**src/rtl/move_queue_sequencer.sv**
```systemverilog
// move_queue_sequencer
// Buffers 4-bit move codes from packed batches in a FIFO and issues them one at a time to the
// stepper driver through a start/done handshake. Loading can overlap execution.
// Ports:
//   clock_25mhz, reset        : clock and synchronous active-high reset
//   batch_in/valid/ready      : packed batch input (slot 0 executes first) and handshake
//   seq_complete              : sticky go request
//   pause                     : holds issue of the next move
//   next_move, move_start     : move code and one-cycle start pulse to the stepper
//   move_done                 : stepper completion
//   num_moves, curr_step      : saturating counts of queued and completed moves
//   busy, seq_done, overflow  : status flags (seq_done and overflow are sticky)
module move_queue_sequencer #(
  parameter int unsigned BATCH_MOVES   = 50,
  parameter int unsigned DEPTH         = 128,
  parameter int unsigned CNT_W         = 8,
  parameter int unsigned SETTLE_CYCLES = 25000
) (
  input  logic                     clock_25mhz,
  input  logic                     reset,
  input  logic [4*BATCH_MOVES-1:0] batch_in,
  input  logic                     batch_valid,
  output logic                     batch_ready,
  input  logic                     seq_complete,
  input  logic                     pause,
  output logic [3:0]               next_move,
  output logic                     move_start,
  input  logic                     move_done,
  output logic [CNT_W-1:0]         num_moves,
  output logic [CNT_W-1:0]         curr_step,
  output logic                     busy,
  output logic                     seq_done,
  output logic                     overflow
);

  localparam int unsigned BW  = 4 * BATCH_MOVES;
  localparam int unsigned PW  = $clog2(DEPTH);
  localparam int unsigned OW  = PW + 1;
  localparam int unsigned SLW = $clog2(BATCH_MOVES + 1);
  localparam int unsigned SW  = $clog2(SETTLE_CYCLES + 2);

  typedef enum logic {LIdle, LScan} l_state_e;
  typedef enum logic [2:0] {XIdle, XIssue, XWait, XSettle, XDone} x_state_e;

  l_state_e         l_state_q, l_state_d;
  x_state_e         x_state_q, x_state_d;
  logic [BW-1:0]    shreg_q, shreg_d;
  logic [SLW-1:0]   slot_q, slot_d;
  logic             batch_ready_q, batch_ready_d;
  logic [3:0]       mem_q [DEPTH];
  logic [PW-1:0]    wr_ptr_q, wr_ptr_d, rd_ptr_q, rd_ptr_d;
  logic [OW-1:0]    occ_q, occ_d;
  logic             overflow_q, overflow_d;
  logic [CNT_W-1:0] num_moves_q, num_moves_d, curr_step_q, curr_step_d;
  logic             go_q, go_d;
  logic [SW-1:0]    settle_q, settle_d;
  logic [3:0]       next_move_q, next_move_d;
  logic             move_start_q, move_start_d;
  logic             busy_q, busy_d, seq_done_q, seq_done_d;

  logic [3:0] slot_code;
  logic       slot_valid, accept, push, push_ok, pop, fifo_empty, fifo_full;

  assign slot_code  = shreg_q[3:0];
  assign slot_valid = (slot_code >= 4'd2) && (slot_code <= 4'd13);
  assign accept     = batch_valid && batch_ready_q;
  assign fifo_empty = (occ_q == '0);
  assign fifo_full  = (occ_q == OW'(DEPTH));

  // Loader
  always_comb begin
    l_state_d = l_state_q;
    shreg_d   = shreg_q;
    slot_d    = slot_q;
    push      = 1'b0;
    unique case (l_state_q)
      LIdle: begin
        if (accept) begin
          shreg_d   = batch_in;
          slot_d    = '0;
          l_state_d = LScan;
        end
      end
      LScan: begin
        if (slot_valid) begin
          push    = 1'b1;
          shreg_d = shreg_q >> 4;
          slot_d  = slot_q + SLW'(1);
          if (slot_q == SLW'(BATCH_MOVES - 1)) l_state_d = LIdle;
        end else begin
          l_state_d = LIdle;
        end
      end
      default: l_state_d = LIdle;
    endcase
    // Ready follows the registered state, so it only returns one cycle after the scan ends.
    batch_ready_d = (l_state_q == LIdle) && !accept;
  end

  // Execute FSM
  always_comb begin
    x_state_d   = x_state_q;
    settle_d    = settle_q;
    curr_step_d = curr_step_q;
    next_move_d = next_move_q;
    pop         = 1'b0;
    unique case (x_state_q)
      XIdle: begin
        if (go_q && !fifo_empty && !pause) begin
          x_state_d   = XIssue;
          next_move_d = mem_q[rd_ptr_q];
          pop         = 1'b1;
        end else if (go_q && fifo_empty && (l_state_q == LIdle)) begin
          x_state_d = XDone;
        end
      end
      XIssue: x_state_d = XWait;
      XWait: begin
        if (move_done) begin
          if (curr_step_q != {CNT_W{1'b1}}) curr_step_d = curr_step_q + CNT_W'(1);
          settle_d  = SW'(SETTLE_CYCLES);
          x_state_d = XSettle;
        end
      end
      XSettle: begin
        if (settle_q == '0) begin
          if (!pause) x_state_d = XIdle;
        end else begin
          settle_d = settle_q - SW'(1);
        end
      end
      XDone:   x_state_d = XDone;
      default: x_state_d = XIdle;
    endcase
    move_start_d = (x_state_d == XIssue);
    busy_d       = (x_state_d != XIdle) && (x_state_d != XDone);
    seq_done_d   = (x_state_d == XDone);
    go_d         = go_q | seq_complete;
  end

  // FIFO bookkeeping; a pop in the same cycle frees the slot a full push needs.
  always_comb begin
    push_ok     = push && (!fifo_full || pop);
    overflow_d  = overflow_q | (push && !push_ok);
    wr_ptr_d    = push_ok ? wr_ptr_q + PW'(1) : wr_ptr_q;
    rd_ptr_d    = pop ? rd_ptr_q + PW'(1) : rd_ptr_q;
    occ_d       = occ_q;
    if (push_ok && !pop) occ_d = occ_q + OW'(1);
    if (!push_ok && pop) occ_d = occ_q - OW'(1);
    num_moves_d = num_moves_q;
    if (push_ok && (num_moves_q != {CNT_W{1'b1}})) num_moves_d = num_moves_q + CNT_W'(1);
  end

  always_ff @(posedge clock_25mhz) begin
    if (push_ok) mem_q[wr_ptr_q] <= slot_code;
  end

  always_ff @(posedge clock_25mhz) begin
    if (reset) begin
      l_state_q     <= LIdle;
      x_state_q     <= XIdle;
      shreg_q       <= '0;
      slot_q        <= '0;
      batch_ready_q <= 1'b1;
      wr_ptr_q      <= '0;
      rd_ptr_q      <= '0;
      occ_q         <= '0;
      overflow_q    <= 1'b0;
      num_moves_q   <= '0;
      curr_step_q   <= '0;
      go_q          <= 1'b0;
      settle_q      <= '0;
      next_move_q   <= '0;
      move_start_q  <= 1'b0;
      busy_q        <= 1'b0;
      seq_done_q    <= 1'b0;
    end else begin
      l_state_q     <= l_state_d;
      x_state_q     <= x_state_d;
      shreg_q       <= shreg_d;
      slot_q        <= slot_d;
      batch_ready_q <= batch_ready_d;
      wr_ptr_q      <= wr_ptr_d;
      rd_ptr_q      <= rd_ptr_d;
      occ_q         <= occ_d;
      overflow_q    <= overflow_d;
      num_moves_q   <= num_moves_d;
      curr_step_q   <= curr_step_d;
      go_q          <= go_d;
      settle_q      <= settle_d;
      next_move_q   <= next_move_d;
      move_start_q  <= move_start_d;
      busy_q        <= busy_d;
      seq_done_q    <= seq_done_d;
    end
  end

  assign batch_ready = batch_ready_q;
  assign next_move   = next_move_q;
  assign move_start  = move_start_q;
  assign num_moves   = num_moves_q;
  assign curr_step   = curr_step_q;
  assign busy        = busy_q;
  assign seq_done    = seq_done_q;
  assign overflow    = overflow_q;

endmodule

```
**config.mk**
```make
export PLATFORM = sky130hd
export DESIGN_NAME = move_queue_sequencer
export DESIGN_NICKNAME = d
export VERILOG_FILES = /design/src/rtl/move_queue_sequencer.sv
export SDC_FILE = /design/constraint.sdc
export NUM_CORES = 1
export LEC_CHECK = 0
export CAP_MARGIN = 20
export CORE_ASPECT_RATIO = 0.7
export CORE_UTILIZATION = 35
export CTS_CLUSTER_SIZE = 25
export DETAILED_ROUTE_END_ITERATION = 6
export PLACE_DENSITY_LB_ADDON = 0.15
export REMOVE_ABC_BUFFERS = 1
export SLEW_MARGIN = 5
export SYNTH_ARGS = -nofsm -noshare
export SYNTH_HDL_FRONTEND = slang
export SYNTH_SLANG_ARGS = --single-unit
```
**constraint.sdc**
```tcl
create_clock -name clock_25mhz -period 4.3 [get_ports clock_25mhz]
set_clock_uncertainty 0.15 [all_clocks]
set_input_delay 0.645 -clock clock_25mhz [delete_from_list [all_inputs] [get_ports clock_25mhz]]
set_output_delay 0.645 -clock clock_25mhz [all_outputs]
set_load 0.01 [all_outputs]
```
== After elaboration in Yosys (flattened, before gate mapping) ==
Memory sizes are Yosys's and may differ from the RTL's. A register that Yosys moved wholly into a read port is not among the register bits.
Cells that the tools add are included.
W data, S select, Z words.
Storage, ports and cells
  register bits: 269
  bits in writable memories: 512
  input bits: 206
  logic and storage cells: 102
  memories: 1
Memory list
  mem_q: depth 128, width 4, rd ports 1, clocked after memory_dff 1, write ports 1, line 50  | logic [3:0] mem_q [DEPTH];
Operators by class
  $add $sub $neg: 8
  order comparisons: 2
  eq/ne operators: 15
  multiplexer cells: 27
  bitwise gates (word level): 3
  reductions and logical operators: 30
Operators by type and width (number)
  $mux W200: 2
  $pmux W200 S2: 1
  $mux W15: 2
  $pmux W15 S2: 1
  $add A8 B1 Y8 const B: 3
  $mux W8: 2
  $ne A8 B8 Y1 const B: 2
  $logic_not A15 Y1: 1
  $mux W3: 5
  $pmux W3 S5: 1
  $sub A15 B1 Y15 const B: 1
  $add A7 B1 Y7 const B: 2
  $logic_and A1 B1 Y1: 13
  $mux W6: 2
  $pmux W6 S2: 1
  $mux W1: 9
  $eq A8 B8 Y1 const B: 1
  $logic_not A8 Y1: 1
  $sub A8 B1 Y8 const B: 1
  $add A6 B1 Y6 const B: 1
  $eq A3 B1 Y1 const B: 2
  $eq A3 B2 Y1 const B: 2
  $eq A3 B3 Y1 const B: 2
  $eq A6 B6 Y1 const B: 1
  other kinds (15): 26

== Logic depth before layout (Yosys ltp) ==
  depth after elaboration: 11
  mapped depth: 13

== Least setup slack after synthesis ==
OpenSTA, ideal clock, no wires.
  kind: reg-to-reg
  from: reg shreg_q[3]
  to: reg occ_q[7]
  setup time: 0.131 ns
  data arrival time: 4.237 ns
  data required time: 4.019 ns
  setup slack: -0.219 ns
  cell stages (with the launch flop): 13
  period minus slack after synthesis: 4.519 ns
  cells stage by stage: dfxtp_1 nand3_1 nand3_1 buf_2 nand2_1 inv_1 ha_1 a21oi_1 o211ai_1 a2111oi_0 o211a_1 o21ai_0 nor3b_1
Between the ends
  word-level cells in the longest chain between the ends: 8
  elaborated cells on any way between the ends: 11
  those cells by class: order compare (2); mux (3); reduce/logical (6)
RTL lines
  start: declaration: line 47  | logic [BW-1:0] shreg_q, shreg_d;
  start signal: assignment: line 180  | shreg_q <= shreg_d;
  $ge A4 B2 Y1 / $le A4 B4 Y1 (equally long branches): line 65  | assign slot_valid = (slot_code >= 4'd2) && (slot_code <= 4'd13);
  $logic_and A1 B1 Y1 *: line 65
  $mux W1 *: line 85  | if (slot_valid) begin
  $mux W1 *: line 76  | unique case (l_state_q)
  $logic_and A1 B1 Y1 *: line 143  | push_ok = push && (!fifo_full || pop);
  $logic_not A1 Y1: line 149  | if (!push_ok && pop) occ_d = occ_q - OW'(1);
  $logic_and A1 B1 Y1: line 149
  $mux W8 / $reduce_bool A2 Y1 (equally long branches)
  end signal: assignment: line 167  | occ_q <= '0;
  end signal: assignment: line 185  | occ_q <= occ_d;
  end: declaration: line 52  | logic [OW-1:0] occ_q, occ_d;
Every way passes the cells marked *; elsewhere a longest branch is shown, timed or not.
A chain may end at the register's enable or synchronous reset.

== Final worst setup path ==
  from: reg shreg_q[2]
  to: reg occ_q[7]
Same word-level chain as after synthesis.

==> impl_results.html <==
<table>
<tr><th>Metric</th><th>Value</th></tr>
<tr><th colspan="2">Clock tree</th></tr>
<tr><td>Count of instances resized after the clock tree is built</td><td>0</td></tr>
<tr><td>Clock transition at path regs</td><td>60 ps</td></tr>
<tr><td>CTS hold repair buffers</td><td>0</td></tr>
<tr><td>CTS sink count</td><td>785</td></tr>
<tr><td>Clock H-tree levels</td><td>3</td></tr>
<tr><td>Source-to-sink clock delay at the later pin of the worst-skew pair</td><td>660 ps</td></tr>
<tr><td>CTS tree</td><td>yes</td></tr>
<tr><td>Setup bufs post-CTS</td><td>0</td></tr>
<tr><td>CTS Buffer Depth</td><td>3</td></tr>
<tr><td>CTS Buf Count</td><td>a little over 80</td></tr>
<tr><td>Buffer cell driving the clock tree root</td><td>clkbuf_16</td></tr>
<tr><th colspan="2">Logic synthesis</th></tr>
<tr><td>Synthesized-area fraction occupied by ao, oa, aoi and oai cells</td><td>between 7 and 8%</td></tr>
<tr><td>Cell variety after synth</td><td>just under 80</td></tr>
<tr><td>Simple logic cell fraction of the synthesized area</td><td>under 10%</td></tr>
<tr><td>Combinational family with the most area after synthesis</td><td>multiplexers</td></tr>
<tr><td>Area fraction of the dominant cell type after synthesis</td><td>between 40% and 50%</td></tr>
<tr><td>Ranking of synthesized cells by area</td><td>edfxtp_1 (47%), dfxtp_1 (17%), mux2i_1 (9.1%)</td></tr>
<tr><td>Count of warnings emitted by yosys</td><td>0</td></tr>
<tr><td>Top_reg_cell synth</td><td>edfxtp_1</td></tr>
<tr><td>Post-synth top area cell</td><td>edfxtp_1</td></tr>
<tr><td>Seq/Total Area, Yosys</td><td>about 64%</td></tr>
<tr><td>Synth Register Bits</td><td>just under 800</td></tr>
<tr><td>Average cell area after synthesis</td><td>roughly 14 um2</td></tr>
<tr><td>Post-Synthesis Cells</td><td>~2.4k</td></tr>
<tr><td>Number of enable-type register cells in the synthesized netlist</td><td>a little over 500</td></tr>
<tr><td>Multiplexer share of the synthesized area</td><td>between 15 and 20%</td></tr>
<tr><td>Top cells by count, synth</td><td>edfxtp_1 (512), nor2_1 (402), mux2i_1 (294)</td></tr>
<tr><td>Adder-cell area share of the yosys netlist</td><td>less than 1%</td></tr>
<tr><td>XOR/XNOR share of the synthesized area</td><td>1.13%</td></tr>
<tr><td>Dominant cell by count in the synthesized netlist</td><td>edfxtp_1</td></tr>
<tr><td>Async set or reset register ratio after synthesis</td><td>0%</td></tr>
<tr><td>Synth Cell Area</td><td>roughly 0.033 mm2</td></tr>
<tr><th colspan="2">Placement</th></tr>
<tr><td>Number of placed cells counting well taps</td><td>roughly 3.7k</td></tr>
<tr><td>Placer congestion estimate</td><td>just over 0.8</td></tr>
<tr><td>Count of port buffers added during placement</td><td>230</td></tr>
<tr><td>DP Wirelength</td><td>roughly 58000 um</td></tr>
<tr><th colspan="2">Drt</th></tr>
<tr><td>Post-route DRC violation count</td><td>1</td></tr>
<tr><td>Number of design-rule violations left by the first detailed-router iteration</td><td>approximately 1.8k</td></tr>
<tr><td>Length of the first detailed-routing pass in iterations</td><td>7</td></tr>
<tr><td>Wire length reported by the detailed router</td><td>~88000 um</td></tr>
<tr><td>Via-to-Cell Ratio</td><td>roughly 5.2</td></tr>
<tr><td>Via Count</td><td>slightly above 20k</td></tr>
<tr><td>Remaining antenna violation count</td><td>0</td></tr>
<tr><td>Routed len/inst</td><td>roughly 23 um</td></tr>
<tr><th colspan="2">Worst hold path</th></tr>
<tr><td>Hold WC Path Type</td><td>reg -&gt; reg</td></tr>
<tr><th colspan="2">Power and ir drop</th></tr>
<tr><td>Worst VDD drop</td><td>between 300 and 400 uV</td></tr>
<tr><td>Proportion of total power due to net switching</td><td>between 20% and 30%</td></tr>
<tr><td>Static leakage</td><td>between 10 and 15 nW</td></tr>
<tr><td>Net switching power of the design</td><td>~4.2 mW</td></tr>
<tr><td>Flop pwr share</td><td>49.1%</td></tr>
<tr><td>Relative contribution of combinational cells to total power</td><td>a little under a tenth</td></tr>
<tr><td>Internal power</td><td>between 10 and 15 mW</td></tr>
<tr><td>Power density over cell area</td><td>about 450 mW/mm2</td></tr>
<tr><td>Proportion of power drawn by the clock network</td><td>about two fifths</td></tr>
<tr><th colspan="2">Worst setup path</th></tr>
<tr><td>Critical R2R Capture</td><td>occ_q[7]$_SDFFE_PP0P_</td></tr>
<tr><td>Category of the most critical setup path</td><td>reg -&gt; reg</td></tr>
<tr><td>Library cell contributing the largest single delay on the critical path</td><td>a2111oi_0</td></tr>
<tr><td>Cell family with most CP delay</td><td>compound AO/OA/AOI/OAI gates</td></tr>
<tr><td>Cell chain of the critical path</td><td>or3_1 &gt; nand3_1 &gt; nand2_1 &gt; inv_1 &gt; ha_1 &gt; a21oi_1 &gt; o211ai_1 &gt; a2111oi_0 &gt; o211a_1 &gt; o21ai_0 &gt; nor3b_1</td></tr>
<tr><td>Required @ worst endpoint</td><td>approximately 4700 ps</td></tr>
<tr><td>Worst setup SP type</td><td>register</td></tr>
<tr><td>Capture point of the worst path</td><td>occ_q[7]$_SDFFE_PP0P_</td></tr>
<tr><td>Worst path max stage delay</td><td>660 ps</td></tr>
<tr><td>Maximum fanout along the worst path</td><td>36</td></tr>
<tr><td>Type of destination of the critical path</td><td>register</td></tr>
<tr><td>Arrival time of the worst setup path</td><td>between 4000 and 5000 ps</td></tr>
<tr><td>Critical register-to-register path startpoint</td><td>shreg_q[2]$_SDFFE_PP0P_</td></tr>
<tr><td>Worst Reg2Reg Path Length in Cells</td><td>11</td></tr>
<tr><td>Buf/Inv on CP</td><td>1</td></tr>
<tr><td>CP Launch Point</td><td>shreg_q[2]$_SDFFE_PP0P_</td></tr>
<tr><td>Register-to-Register Setup Slack</td><td>580 ps</td></tr>
<tr><td>Total stage count of the critical path</td><td>11</td></tr>
<tr><th colspan="2">Timing</th></tr>
<tr><td>Pin slew with the least headroom to its limit</td><td>~1100 ps</td></tr>
<tr><td>Clock period minus worst slack</td><td>3720 ps</td></tr>
<tr><td>Max Transition Viols Final</td><td>0</td></tr>
<tr><td>Final TNS setup</td><td>0 ps</td></tr>
<tr><td>Setup repair after global routing missed its margin</td><td>no</td></tr>
<tr><td>Maximum achievable frequency</td><td>between 200 and 300 MHz</td></tr>
<tr><td>Ratio of final minimum period to clock period</td><td>slightly below 90%</td></tr>
<tr><td>Total setup violations reported at the end of the flow</td><td>0</td></tr>
<tr><td>Hold Violations, Final</td><td>0</td></tr>
<tr><td>Headroom to the max-slew limit</td><td>a little over a quarter</td></tr>
<tr><th colspan="2">Global routing</th></tr>
<tr><td>Global routing usage summed across all routing layers</td><td>18.5%</td></tr>
<tr><td>Antenna violations before repair</td><td>7</td></tr>
<tr><td>Pin count of the biggest net entering global routing</td><td>141</td></tr>
<tr><td>Number of global-route vias before repair</td><td>20.0k</td></tr>
<tr><td>First-pass GRT wire length</td><td>approximately 130000 um</td></tr>
<tr><td>Gr ovfl total</td><td>0</td></tr>
<tr><th colspan="2">Final layout</th></tr>
<tr><td>Register Area</td><td>~0.021 mm2</td></tr>
<tr><td>Fraction of layout cells with a size suffix above 1</td><td>a little under an eighth</td></tr>
<tr><td>Area used by multi-input combinational logic</td><td>approximately 0.011 mm2</td></tr>
<tr><td>Final core area utilization</td><td>between 40% and 50%</td></tr>
<tr><td>Filler Cells Inserted</td><td>about 8.3k</td></tr>
<tr><td>Final std cells w/o fill</td><td>~3.9k</td></tr>
<tr><td>Number of nets in the final layout</td><td>roughly 2.8k</td></tr>
<tr><td>Layout-stage area growth over the synthesis result</td><td>20.0%</td></tr>
<tr><th colspan="2">Flow run</th></tr>
<tr><td>Number of max-cap violations</td><td>0</td></tr>
<tr><th colspan="2">Floorplanning</th></tr>
<tr><td>Core area</td><td>between 0.09 and 0.1 mm2</td></tr>
<tr><td>Vertical die dimension</td><td>257 um</td></tr>
<tr><td>Row count</td><td>93</td></tr>
<tr><td>Die outline area</td><td>0.0941 mm2</td></tr>
<tr><td>Initial core utilization</td><td>35.3%</td></tr>
<tr><td>Number of ports placed on the die boundary</td><td>around 230</td></tr>
<tr><td>Die Width</td><td>between 300 and 400 um</td></tr>
<tr><th colspan="2">Status</th></tr>
<tr><td>Outcome</td><td>complete, but fails checks</td></tr>
<tr><td>Violations in the final reports</td><td>design-rule violations</td></tr>
</table>
power groups by stage:
stage	Clock (mW)	Combinational [mW]	Sequential, mW
3_5_place_dp	0	1.69	8.88
3_3_place_gp	0	1.66	8.86
5_1_grt	7.81	1.86	8.75
2_1_floorplan	0	1.20	8.98
6_report	7.34	1.67	8.71
4_1_cts	7.55	1.70	8.71
worst register-to-register path, stage by stage (launching register included):
cell and delay (ps):
dfxtp_4 470, or3_1 420, nand3_1 380, nand2_1 190, inv_1 210, ha_1 270, a21oi_1 200, o211ai_1 130
a2111oi_0 660, o211a_1 280, o21ai_0 80, nor3b_1 140
flip-flops by register name (all words and copies together), names as in the netlist:
register / count
num_moves: 8
occ_q: 8
next_move: 4
batch_ready: 1
shreg_q: 200
wr_ptr_q: 7
settle_q: 15
mem_q: 512
overflow: 1
curr_step: 8
slot_q: 6
move_start: 1
seq_done: 1
rd_ptr_q: 7
x_state_q: 3
go_q: 1
l_state_q: 1
busy: 1
cell families after synthesis:
family,after synthesis
flops,785
simple gates,588
mux,394
compound gates,343
buf+inv,185
xor+xnor,42
fa+ha+maj,15
layout make-up:
cell class | count | share of cell area (%)
inverter | 22 | 0.212
sequential | 785 | 53.5
multi-input combinational | 1382 | 27.6
tap | 1235 | 3.96
clock inverter | 38 | 1.28
timing repair buffer | 291 | 7.61
clock buffer | 111 | 5.77
antenna | 5 | 0.0321
metrics by stage:
stage | hold slack (ps) | area (um2) | total power, mW | setup WS, ps
after floorplan | 291 | 31700 | 10.2 | -12610
after global placement | 307 | 36200 | 10.5 | 220
final | 316 | 39000 | 17.7 | 577
after detailed placement | 312 | 36300 | 10.6 | 249
after CTS | 320 | 39000 | 18.0 | 639
after global routing | 357 | 39000 | 18.4 | 337
per-layer routing:
layer	global-route usage, %	vias up	part of all wire, %
met5	0	-	0.0080
met4	4.67	2	1.9
met3	4.83	108	6.9
met2	27.9	563	45
met1	26.5	10169	46
li1	-	9427	-
worst min path at each step:
stage	startpoint	endpoint	depth (start not counted)
5_1_grt	shreg_q[198]$_SDFFE_PP0P_	shreg_q[198]$_SDFFE_PP0P_	2
2_1_floorplan	shreg_q[196]$_SDFFE_PP0P_	shreg_q[196]$_SDFFE_PP0P_	2
3_3_place_gp	shreg_q[198]$_SDFFE_PP0P_	shreg_q[198]$_SDFFE_PP0P_	2
4_1_cts	shreg_q[198]$_SDFFE_PP0P_	shreg_q[198]$_SDFFE_PP0P_	2
6_report	shreg_q[198]$_SDFFE_PP0P_	shreg_q[198]$_SDFFE_PP0P_	2
3_5_place_dp	shreg_q[198]$_SDFFE_PP0P_	shreg_q[198]$_SDFFE_PP0P_	2
cells in the final DEF, fill, tap and decap left out, types with 10 or more instances in the layout:
cell	instances
nor2b_1	12
mux2i_1	294
xor2_1	17
inv_1	21
clkbuf_1	22
dfxtp_1	265
clkinv_2	10
nor2_1	402
a21oi_1	35
xnor2_1	25
o21ai_0	19
clkinv_1	12
buf_12	15
buf_4	45
clkdlybuf4s50_1	229
clkbuf_16	84
nand3_1	33
edfxtp_1	512
mux4_2	97
nor3_1	15
ha_1	14
a211oi_1	201
nand2_1	57
nor4_1	11
o22ai_1	15
a22oi_1	11
bufinv_16	11
No activity file was read; power rests on OpenSTA's default activity.
